--- src/rtl/hangman_game_ctrl.sv ---
// hangman_game_ctrl: game-state controller for the hangman VGA display.
// Holds a WORD_LEN-letter secret word and takes letter guesses over a
// valid/ready handshake. Each accepted guess is scanned against the word one
// slot per cycle. The block drives registered glyph codes, a wrong-guess count
// and win/lose flags.
// Optional feature macro: HANGMAN_REVEAL_ON_LOSS_EN. When it is defined, a lost
// game shows the true letters in the unrevealed slots. When it is undefined,
// those slots show 'X' (27).
module hangman_game_ctrl #(
  parameter int WORD_LEN  = 10,
  parameter int MAX_WRONG = 6
) (
  input  logic                    dclk,
  input  logic                    clr_n,
  input  logic                    start,
  input  logic [5*WORD_LEN-1:0]   word,
  input  logic                    guess_valid,
  input  logic [4:0]              guess_letter,
  output logic                    guess_ready,
  output logic                    guess_dup,
  output logic [5*WORD_LEN-1:0]   slot_code,
  output logic [2:0]              wrong_cnt,
  output logic                    game_won,
  output logic                    game_lost
);

  localparam int             IW          = (WORD_LEN > 1) ? $clog2(WORD_LEN) : 1;
  localparam logic [IW-1:0]  LAST_IDX    = IW'(WORD_LEN - 1);
  localparam logic [2:0]     WRONG_LIMIT = 3'(MAX_WRONG);
  localparam logic [4:0]     LAST_LETTER = 5'd25;
  localparam logic [4:0]     GLYPH_HIDE  = 5'd26;
  localparam logic [4:0]     GLYPH_X     = 5'd27;

  typedef enum logic [2:0] {
    IDLE   = 3'd0,
    PLAY   = 3'd1,
    SCAN   = 3'd2,
    UPDATE = 3'd3,
    WON    = 3'd4,
    LOST   = 3'd5
  } state_t;

  // Registered game state
  state_t                  state_r;
  logic [5*WORD_LEN-1:0]   word_r;
  logic [WORD_LEN-1:0]     reveal_r;
  logic [25:0]             guessed_r;
  logic [IW-1:0]           idx_r;
  logic [4:0]              letter_r;
  logic                    hit_r;

  // Next-state values
  state_t                  state_nx_s;
  logic [5*WORD_LEN-1:0]   word_nx_s;
  logic [WORD_LEN-1:0]     reveal_nx_s;
  logic [25:0]             guessed_nx_s;
  logic [2:0]              wrong_nx_s;
  logic [IW-1:0]           idx_nx_s;
  logic [4:0]              letter_nx_s;
  logic                    hit_nx_s;
  logic                    dup_nx_s;
  logic [2:0]              wrong_upd_s;

  // Letter code held in one slot of a packed word
  function automatic logic [4:0] slot_of(input logic [5*WORD_LEN-1:0] w,
                                         input logic [IW-1:0] idx);
    slot_of = w[int'(idx)*5 +: 5];
  endfunction

  // Slots holding a non-letter code need no guess and start out revealed
  function automatic logic [WORD_LEN-1:0] prereveal(input logic [5*WORD_LEN-1:0] w);
    logic [WORD_LEN-1:0] m;
    m = {WORD_LEN{1'b0}};
    for (int i = 0; i < WORD_LEN; i++) begin
      m[i] = (w[5*i +: 5] > LAST_LETTER);
    end
    prereveal = m;
  endfunction

  // Glyph row seen by the renderer for a given word, reveal mask and loss flag
  function automatic logic [5*WORD_LEN-1:0] glyphs(input logic [5*WORD_LEN-1:0] w,
                                                   input logic [WORD_LEN-1:0]   rv,
                                                   input logic                  lost);
    logic [5*WORD_LEN-1:0] g;
    g = {WORD_LEN{GLYPH_HIDE}};
    for (int i = 0; i < WORD_LEN; i++) begin
      if (rv[i]) begin
        g[5*i +: 5] = w[5*i +: 5];
      end else if (lost) begin
`ifdef HANGMAN_REVEAL_ON_LOSS_EN
        g[5*i +: 5] = w[5*i +: 5];
`else
        g[5*i +: 5] = GLYPH_X;
`endif
      end else begin
        g[5*i +: 5] = GLYPH_HIDE;
      end
    end
    glyphs = g;
  endfunction

  // Wrong count after a scan: bump on a miss, never beyond the limit
  assign wrong_upd_s = (hit_r || (wrong_cnt >= WRONG_LIMIT)) ? wrong_cnt
                                                             : wrong_cnt + 3'd1;

  // Next-state logic; start overrides everything, including a guess in flight
  always_comb begin
    state_nx_s   = state_r;
    word_nx_s    = word_r;
    reveal_nx_s  = reveal_r;
    guessed_nx_s = guessed_r;
    wrong_nx_s   = wrong_cnt;
    idx_nx_s     = idx_r;
    letter_nx_s  = letter_r;
    hit_nx_s     = hit_r;
    dup_nx_s     = 1'b0;
    if (start) begin
      word_nx_s    = word;
      reveal_nx_s  = prereveal(word);
      guessed_nx_s = 26'd0;
      wrong_nx_s   = 3'd0;
      idx_nx_s     = {IW{1'b0}};
      hit_nx_s     = 1'b0;
      state_nx_s   = PLAY;
    end else begin
      case (state_r)
        PLAY: begin
          if (guess_valid && guess_ready) begin
            if ((guess_letter > LAST_LETTER) || guessed_r[guess_letter]) begin
              dup_nx_s = 1'b1;
            end else begin
              guessed_nx_s[guess_letter] = 1'b1;
              letter_nx_s = guess_letter;
              hit_nx_s    = 1'b0;
              idx_nx_s    = {IW{1'b0}};
              state_nx_s  = SCAN;
            end
          end else begin
            state_nx_s = PLAY;
          end
        end
        SCAN: begin
          if (slot_of(word_r, idx_r) == letter_r) begin
            reveal_nx_s[idx_r] = 1'b1;
            hit_nx_s           = 1'b1;
          end else begin
            hit_nx_s = hit_r;
          end
          if (idx_r == LAST_IDX) begin
            state_nx_s = UPDATE;
          end else begin
            idx_nx_s = idx_r + IW'(1);
          end
        end
        UPDATE: begin
          wrong_nx_s = wrong_upd_s;
          if (&reveal_r) begin
            state_nx_s = WON;
          end else if (wrong_upd_s == WRONG_LIMIT) begin
            state_nx_s = LOST;
          end else begin
            state_nx_s = PLAY;
          end
        end
        IDLE, WON, LOST: begin
          state_nx_s = state_r;
        end
        default: begin
          state_nx_s = IDLE;
        end
      endcase
    end
  end

  // State registers and registered outputs, all derived from next-state values
  always_ff @(posedge dclk) begin
    if (!clr_n) begin
      state_r     <= IDLE;
      word_r      <= {5*WORD_LEN{1'b0}};
      reveal_r    <= {WORD_LEN{1'b0}};
      guessed_r   <= 26'd0;
      idx_r       <= {IW{1'b0}};
      letter_r    <= 5'd0;
      hit_r       <= 1'b0;
      wrong_cnt   <= 3'd0;
      guess_ready <= 1'b0;
      guess_dup   <= 1'b0;
      game_won    <= 1'b0;
      game_lost   <= 1'b0;
      slot_code   <= {WORD_LEN{GLYPH_HIDE}};
    end else begin
      state_r     <= state_nx_s;
      word_r      <= word_nx_s;
      reveal_r    <= reveal_nx_s;
      guessed_r   <= guessed_nx_s;
      idx_r       <= idx_nx_s;
      letter_r    <= letter_nx_s;
      hit_r       <= hit_nx_s;
      wrong_cnt   <= wrong_nx_s;
      guess_ready <= (state_nx_s == PLAY);
      guess_dup   <= dup_nx_s;
      game_won    <= (state_nx_s == WON);
      game_lost   <= (state_nx_s == LOST);
      slot_code   <= glyphs(word_nx_s, reveal_nx_s, state_nx_s == LOST);
    end
  end

endmodule

--- config.mk ---
export PLATFORM = sky130hd
export DESIGN_NAME = hangman_game_ctrl
export DESIGN_NICKNAME = d
export VERILOG_FILES = /design/src/rtl/hangman_game_ctrl.sv
export SDC_FILE = /design/constraint.sdc
export NUM_CORES = 1
export LEC_CHECK = 0
export ABC_AREA = 1
export BUFFER_PORTS_ARGS = -buffer_cell sky130_fd_sc_hd__buf_2
export CORE_MARGIN = 2
export CORE_UTILIZATION = 45
export CTS_CLUSTER_SIZE = 24
export DETAILED_ROUTE_END_ITERATION = 10
export HOLD_SLACK_MARGIN = 0.12
export PLACE_DENSITY_LB_ADDON = 0.15
export SLEW_MARGIN = 20
export SYNTH_ARGS = -nofsm -noshare
export SYNTH_HDL_FRONTEND = slang
export SYNTH_SLANG_ARGS = --single-unit
--- constraint.sdc ---
create_clock -name dclk -period 2.97 [get_ports dclk]
set_input_delay 0.594 -clock dclk [delete_from_list [all_inputs] [get_ports dclk]]
set_output_delay 0.594 -clock dclk [all_outputs]
set_load 0.02 [all_outputs]
==> results.md, run 1 <==
- Status: finished clean
- Boundary Pins: 116
- Worst r2r src: idx_r[1]
- Die H: 126.7 microns
- FF+latch area: 0.003123 sq mm
- ANT nets after route: 0
- Ys flop type: dfxtp_1
- Net Switching: 1196 uW
- Hold Crit Start: word[41]
- Vias in the first global route: 5,534
- Routability Congestion: 0.8703
- Post-Route Skew: 0.008405 ns
- Residual DRC: 0
- Asr flop ratio synth: 0%
- Crit path time final: 2.372 ns
- Max clock buf depth: 2
- Final setup viols: 0
- Global-route wire length before repair: 27,400 microns
- Worst Hold Endpoint: slot_code[41]
- Worst slew margin: 58.59%
- H-tree levels: 4
- Worst-margin pin slew: 0.6203 ns
- CP endpoint kind: flop
- Worst-path fanout max: 8
- Peak VDD IR: 0.0004133 V
- 1st-iter DRT viols: 394
- Via count: 5,825
- CTS tree: done
- Filler instances: 1,420
- #FFs+latches synth: 156
- CORE AREA: 0.01459 sq mm
- Leakage: 0.003629 uW
- Syn Nets: 933
- Syn avg cell area: 7.800 sq um
- Power Density: 602.3 mW/mm^2
- Layout area overhead: 19.46%
- Final Cycle Share: 79.87%
- Sw Ratio: 24.55%
- Max cap viols: 0
- Flop2flop setup slack: 0.60 ns
- Number of gates resized after cts: 0
- Max frequency: 421.6 MHz
- CTS root buffer: clkbuf_16
- Cells on worst reg2reg path: 16
- Clk network pwr share: 43.5%
- Fin Hold WS: 0.4305 ns
- Fin util: 55.44%
- Routed len/inst: 14.10 microns
- Number of diodes: 0
- Die X: 126.7 microns
- Largest net degree at the start of global routing: 72
- Most frequent cell after synthesis: nand2_1
- CP arrival: 2.68 ns
- Buffers on Ports: 115
- Setup CP Type: flop to flop
- NumNets Final: 1,049
- Clock sink count: 156
- Synth cell types: 35
- Fin. Hold Viols: 0
- Internal power: 3675 uW
- Sequential power share: 45.5%
- Worst-path clk slew: 0.06 ns
- CP Launch Type: flop
- Final wirelength: 16,610 microns
- Hpwl dp: 11,640 microns
- Yosys top cell area share: 46.13%
- Worst Hold Class: input port to flop
- Postcts setup bufs: 0
- Worst-Skew Late Latency: 0.42 ns
- Initial Util: 46.41%
- Initial antenna violation count: 0
- Cells after Synth: 868
- DR pass1 iterations: 5
- CTS hold repair buffers: 0
- Combinational share of power: 11.0%
- Warnings, synthesis: 0
- Die area: 0.01604 sq mm
- Sequential share of the synthesized area: 46.13%
- Multi-input gate area: 0.003143 sq mm
- FF-to-FF End: slot_code[38]
- Post-synth top cells: nand2_1 (194), dfxtp_1 (156), nor2_1 (139), inv_1 (63), nand3_1 (39)
- Synth Cell Area: 0.006770 sq mm
- Num CTS Buffers: 17
- Setup TNS: 0 ns
- Overflow after GRT: 0
- Hold Path Stages: 3
- Share of cells above drive strength 1: 21.83%
- DR vias/cell: 4.945
- GRT Overall Usage: 21.40%
- Ranking of synthesized cells by area: dfxtp_1 (46%), nand2_1 (11%), nor2_1 (7.7%)
- EDFF count, synth: 0
- Final Max Tran Viols: 0
- Rows: 44
- Required time worst endpoint: 3.28 ns
- RSZ-0062 raised after global routing: no
- Yosys top cell by area: dfxtp_1
==> kinds of logic after synthesis <==
kind of cell | count (synthesis) | share of synthesized area (%)
multiplexers | 33 | 4.879
flip-flops | 156 | 46.13
AO/OA/AOI/OAI | 111 | 9.148
adder cells (fa/ha/maj) | 6 | 1.109
AND/OR/NAND/NOR | 452 | 30.77
XOR/XNOR | 4 | 0.5176
buffers and inverters | 106 | 7.448
==> power by group through the flow <==
stage / Combinational, uW / Sequential, uW / Clock, uW
4_1_cts: 537 / 2220 / 2160
2_1_floorplan: 313 / 2300 / 0
6_report: 535 / 2220 / 2120
5_1_grt: 596 / 2230 / 2260
3_5_place_dp: 533 / 2260 / 0
3_3_place_gp: 531 / 2260 / 0
==> worst max path at each step <==
stage | from | slack (ns) | endpoint
floorplan | guess_letter[1] | 1.00 | letter_r[1]
global placement | guess_letter[0] | 0.57 | slot_code[45]
detailed placement | guess_letter[0] | 0.52 | guessed_r[12]
CTS | idx_r[1] | 0.58 | slot_code[34]
global route | idx_r[0] | 0.32 | slot_code[18]
finish | idx_r[1] | 0.60 | slot_code[38]
==> area by class of cell <==
type | count | share of cell area [%]
clock buffers | 21 | 5.446
multi-input cells | 606 | 38.86
well taps | 184 | 2.847
repair buffers | 134 | 9.499
flip-flops and latches | 156 | 38.61
inverters | 69 | 3.233
clock inverters | 8 | 1.501
==> registers in the layout, indices dropped and copies added (netlist names) <==
name         cells
game_won         1
guessed_r       26
idx_r            4
guess_dup        1
hit_r            1
state_r          3
slot_code       50
wrong_cnt        3
word_r          50
guess_ready      1
reveal_r        10
letter_r         5
game_lost        1
==> per-layer routing <==
metal  vias up  track usage (%)  part of all wire [%]
li1       3044                -                     -
met1      2635            30.16                    49
met2       136            32.97                    45
met3        10            4.513                   4.9
met4         0            6.658                  0.92
met5         -                0                     0
==> layout by cell type (no fill, tap or decap), types with 10 or more instances in the layout <==
cell type,synthesis,final
nand2_2,10,10
nand2_1,194,194
nand4_1,10,10
nor3_1,17,17
o21ai_0,37,37
inv_1,63,63
nor2_1,139,139
buf_4,4,15
nand3_1,39,39
clkbuf_16,0,17
a31oi_1,15,15
buf_2,2,115
mux2i_1,33,33
a21oi_1,34,34
dfxtp_1,156,156
o211ai_1,13,13
==> critical path: stages (launching register included) <==
cell and delay, ns:
dfxtp_1 0.31, inv_1 0.22, buf_4 0.24, nor2_1 0.08, o21ai_1 0.11, nand2_1 0.10
nand2_1 0.09, nand3_1 0.07, nand2_1 0.06, nand2_1 0.05, nor2_2 0.31, buf_12 0.17
nand3_2 0.09, nand2_2 0.11, nand2_4 0.06, nor2_4 0.11, nand2_1 0.07
==> through the flow <==
| stage | area, sq um | total power (uW) | setup slack, ns | cells |
|---|---|---|---|---|
| 2_1_floorplan | 6770 | 2617 | 1.004 | 868 |
| 3_3_place_gp | 7526 | 2794 | 0.5669 | 1149 |
| 3_5_place_dp | 7526 | 2796 | 0.5192 | 1149 |
| 4_1_cts | 8088 | 4918 | 0.5766 | 1178 |
| 5_1_grt | 8088 | 5081 | 0.3242 | 1178 |
| 6_report | 8088 | 4871 | 0.5979 | 1178 |
No activity file was read; power rests on OpenSTA's default activity.
==> run 2, diff against run 1 <==
- clock period: 2.97 -> 2.1 ns (I/O delays scaled with it)
==> run 2 against run 1 <==
  * Design area up 5.7%
  * Largest power group unchanged
  * Core utilization up 3.1 points
  * Setup slack worse by 0.58 ns
  * Critical path depth unchanged
  * Clock skew down 0.0028 ns
  * Flip-flop and latch count unchanged
  * Wire length up 0.85%
  * First-iteration DRC count down 5.3%
  * Die area unchanged
  * Combinational power up 53%
==> results.md, run 2 (synthesis gave the netlist of run 1 again) <==
- Buffers on Ports: 115
- Status: finished clean
- FF-to-FF End: slot_code[31]
- Number of diodes: 0
- Routability Congestion: 0.8389
- Setup WS post-layout: 0.01495 ns
- Worst-Skew Late Latency: 0.42 ns
- Worst-margin pin slew: 0.6241 ns
- Flop2flop setup slack: 0.01 ns
- Worst-path clk slew: 0.06 ns
- Setup CP Type: flop to flop
- Fin util: 58.58%
- Worst Hold Endpoint: slot_code[29]
- CTS root buffer: clkbuf_16
- Initial antenna violation count: 0
- Filler instances: 1,359
- GRT Overall Usage: 21.12%
- Rows: 44
- CTS tree: done
- H-tree levels: 4
- Top Registers: slot_code (50), word_r (50), guessed_r (26)
- Die X: 126.7 microns
- CORE AREA: 0.01459 sq mm
- Initial Util: 46.41%
- CP arrival: 2.39 ns
- Vias in the first global route: 5,621
- Final wirelength: 16,750 microns
- Final setup viols: 0
- Final Max Tran Viols: 0
- Post-place setup slack: -0.1606 ns
- Worst r2r src: idx_r[0]
- Peak VDD IR: 0.0005112 V
- NumNets Final: 1,080
- Leakage: 0.003834 uW
- Die area: 0.01604 sq mm
- Share of cells above drive strength 1: 26.46%
- Global-route wire length before repair: 27,270 microns
- Post-Route Skew: 0.005636 ns
- Clock sink count: 156
- 1st-iter DRT viols: 373
- Most frequent cells in the layout: nand2_1 (185), dfxtp_1 (154), nor2_1 (134)
- Required time worst endpoint: 2.40 ns
- Worst-path fanout max: 11
- Via count: 5,964
- CP Launch Type: flop
- Max clock buf depth: 2
- Worst slew margin: 58.24%
- Most common cell after layout, fill and taps aside: nand2_1
- Hpwl dp: 12,010 microns
- Hold Path Stages: 3
- Final Cycle Share: 99.29%
- ANT nets after route: 0
- Hold Crit Start: word[29]
- RSZ-0062 raised after global routing: yes
- Fin. Hold Viols: 0
- Max cap viols: 0
- Max frequency: 479.6 MHz
- Residual DRC: 0
- Power Density: 812.9 mW/mm^2
- Die H: 126.7 microns
- Boundary Pins: 116
- Worst Hold Class: input port to flop
- Largest net degree at the start of global routing: 72
- Overflow after GRT: 0
- Layout area overhead: 26.22%
- DR vias/cell: 4.937
- Routed len/inst: 13.86 microns
- CP endpoint kind: flop
- Cells on worst reg2reg path: 16
- Num CTS Buffers: 17
- Crit path time final: 2.085 ns
- DR pass1 iterations: 5
-- run 2: cell count changes in the layout (fill, tap and decap cells not counted), sizes merged --
| cell | before | now |
|---|---|---|
| clkinvlp | 1 | 2 |
| buf | 134 | 163 |
-- run 2: timing repair --
item | CTS | global route
setup buffers | 0 | 2
pin swaps | 3 | 13
gates cloned | 0 | 2
hold endpoints to repair | 0 | 0
hold buffers | 0 | 0
resized for setup | 5 | 41
endpoints found under the setup margin | 52 | 62
-- run 2: worst max-delay path by stage --
stage	startpoint	end	slack, ns	cells after the start
floorplan	wrong_cnt[0]	slot_code[10]	0.24	11
global placement	guess_letter[1]	slot_code[30]	-0.09	16
detailed placement	guess_letter[1]	slot_code[20]	-0.16	16
CTS	idx_r[0]	slot_code[39]	0.002	14
global route	idx_r[0]	slot_code[1]	-0.16	15
finish	idx_r[0]	slot_code[31]	0.01	16
-- run 2: per-layer routing --
layer / part of all wire (%) / GRT usage (%) / vias up
met2: 45 / 33.00 / 141
li1: - / - / 3107
met3: 5.0 / 4.724 / 10
met5: 0 / 0 / -
met4: 0.90 / 5.430 / 0
met1: 49 / 29.66 / 2706
-- run 2: area by class of cell --
type | instances | area [sq um] | share of cell area (%)
Multi-Input combinational cell | 606 | 3273 | 38.30
Sequential cell | 156 | 3128 | 36.60
Timing Repair Buffer | 165 | 1090 | 12.75
Clock buffer | 19 | 432.9 | 5.066
Inverter | 69 | 266.5 | 3.119
Tap cell | 184 | 230.2 | 2.694
Clock inverter | 9 | 125.1 | 1.464
-- run 2: power breakdown --
part | internal, uW | total, uW | switching, uW
registers | 3090 | 3140 | 51.6
logic | 306 | 819 | 513
clock network | 1830 | 2990 | 1160
total | 5230 | 6950 | 1720
-- run 2: stage by stage --
| stage | hold slack (ns) | cells | TNS [ns] | power [uW] | instance area (sq um) |
|---|---|---|---|---|---|
| 6_report | 0.2580 | 1208 | 0 | 6947 | 8546 |
| 5_1_grt | 0.2619 | 1208 | -4.749 | 7231 | 8546 |
| 4_1_cts | 0.2476 | 1204 | 0 | 6979 | 8344 |
| 3_5_place_dp | 0.4544 | 1176 | -5.712 | 3989 | 7766 |
| 3_3_place_gp | 0.4458 | 1176 | -3.746 | 3984 | 7766 |
| 2_1_floorplan | 0.4307 | 868 | 0 | 3701 | 6770 |
-- run 2: critical path, cell delays in order, from the launching register on --
cell and delay, ns:
dfxtp_4 0.40, buf_12 0.15, nand2_1 0.06, nand3_1 0.08, nand2_1 0.11, nand2_1 0.10
nand3_1 0.11, nand2_1 0.05, nand2_1 0.07, nand2_2 0.07, nor2_4 0.16, buf_4 0.16
nand3_2 0.08, nand2_4 0.10, nand2_4 0.06, nor2_4 0.15, nand2_1 0.06
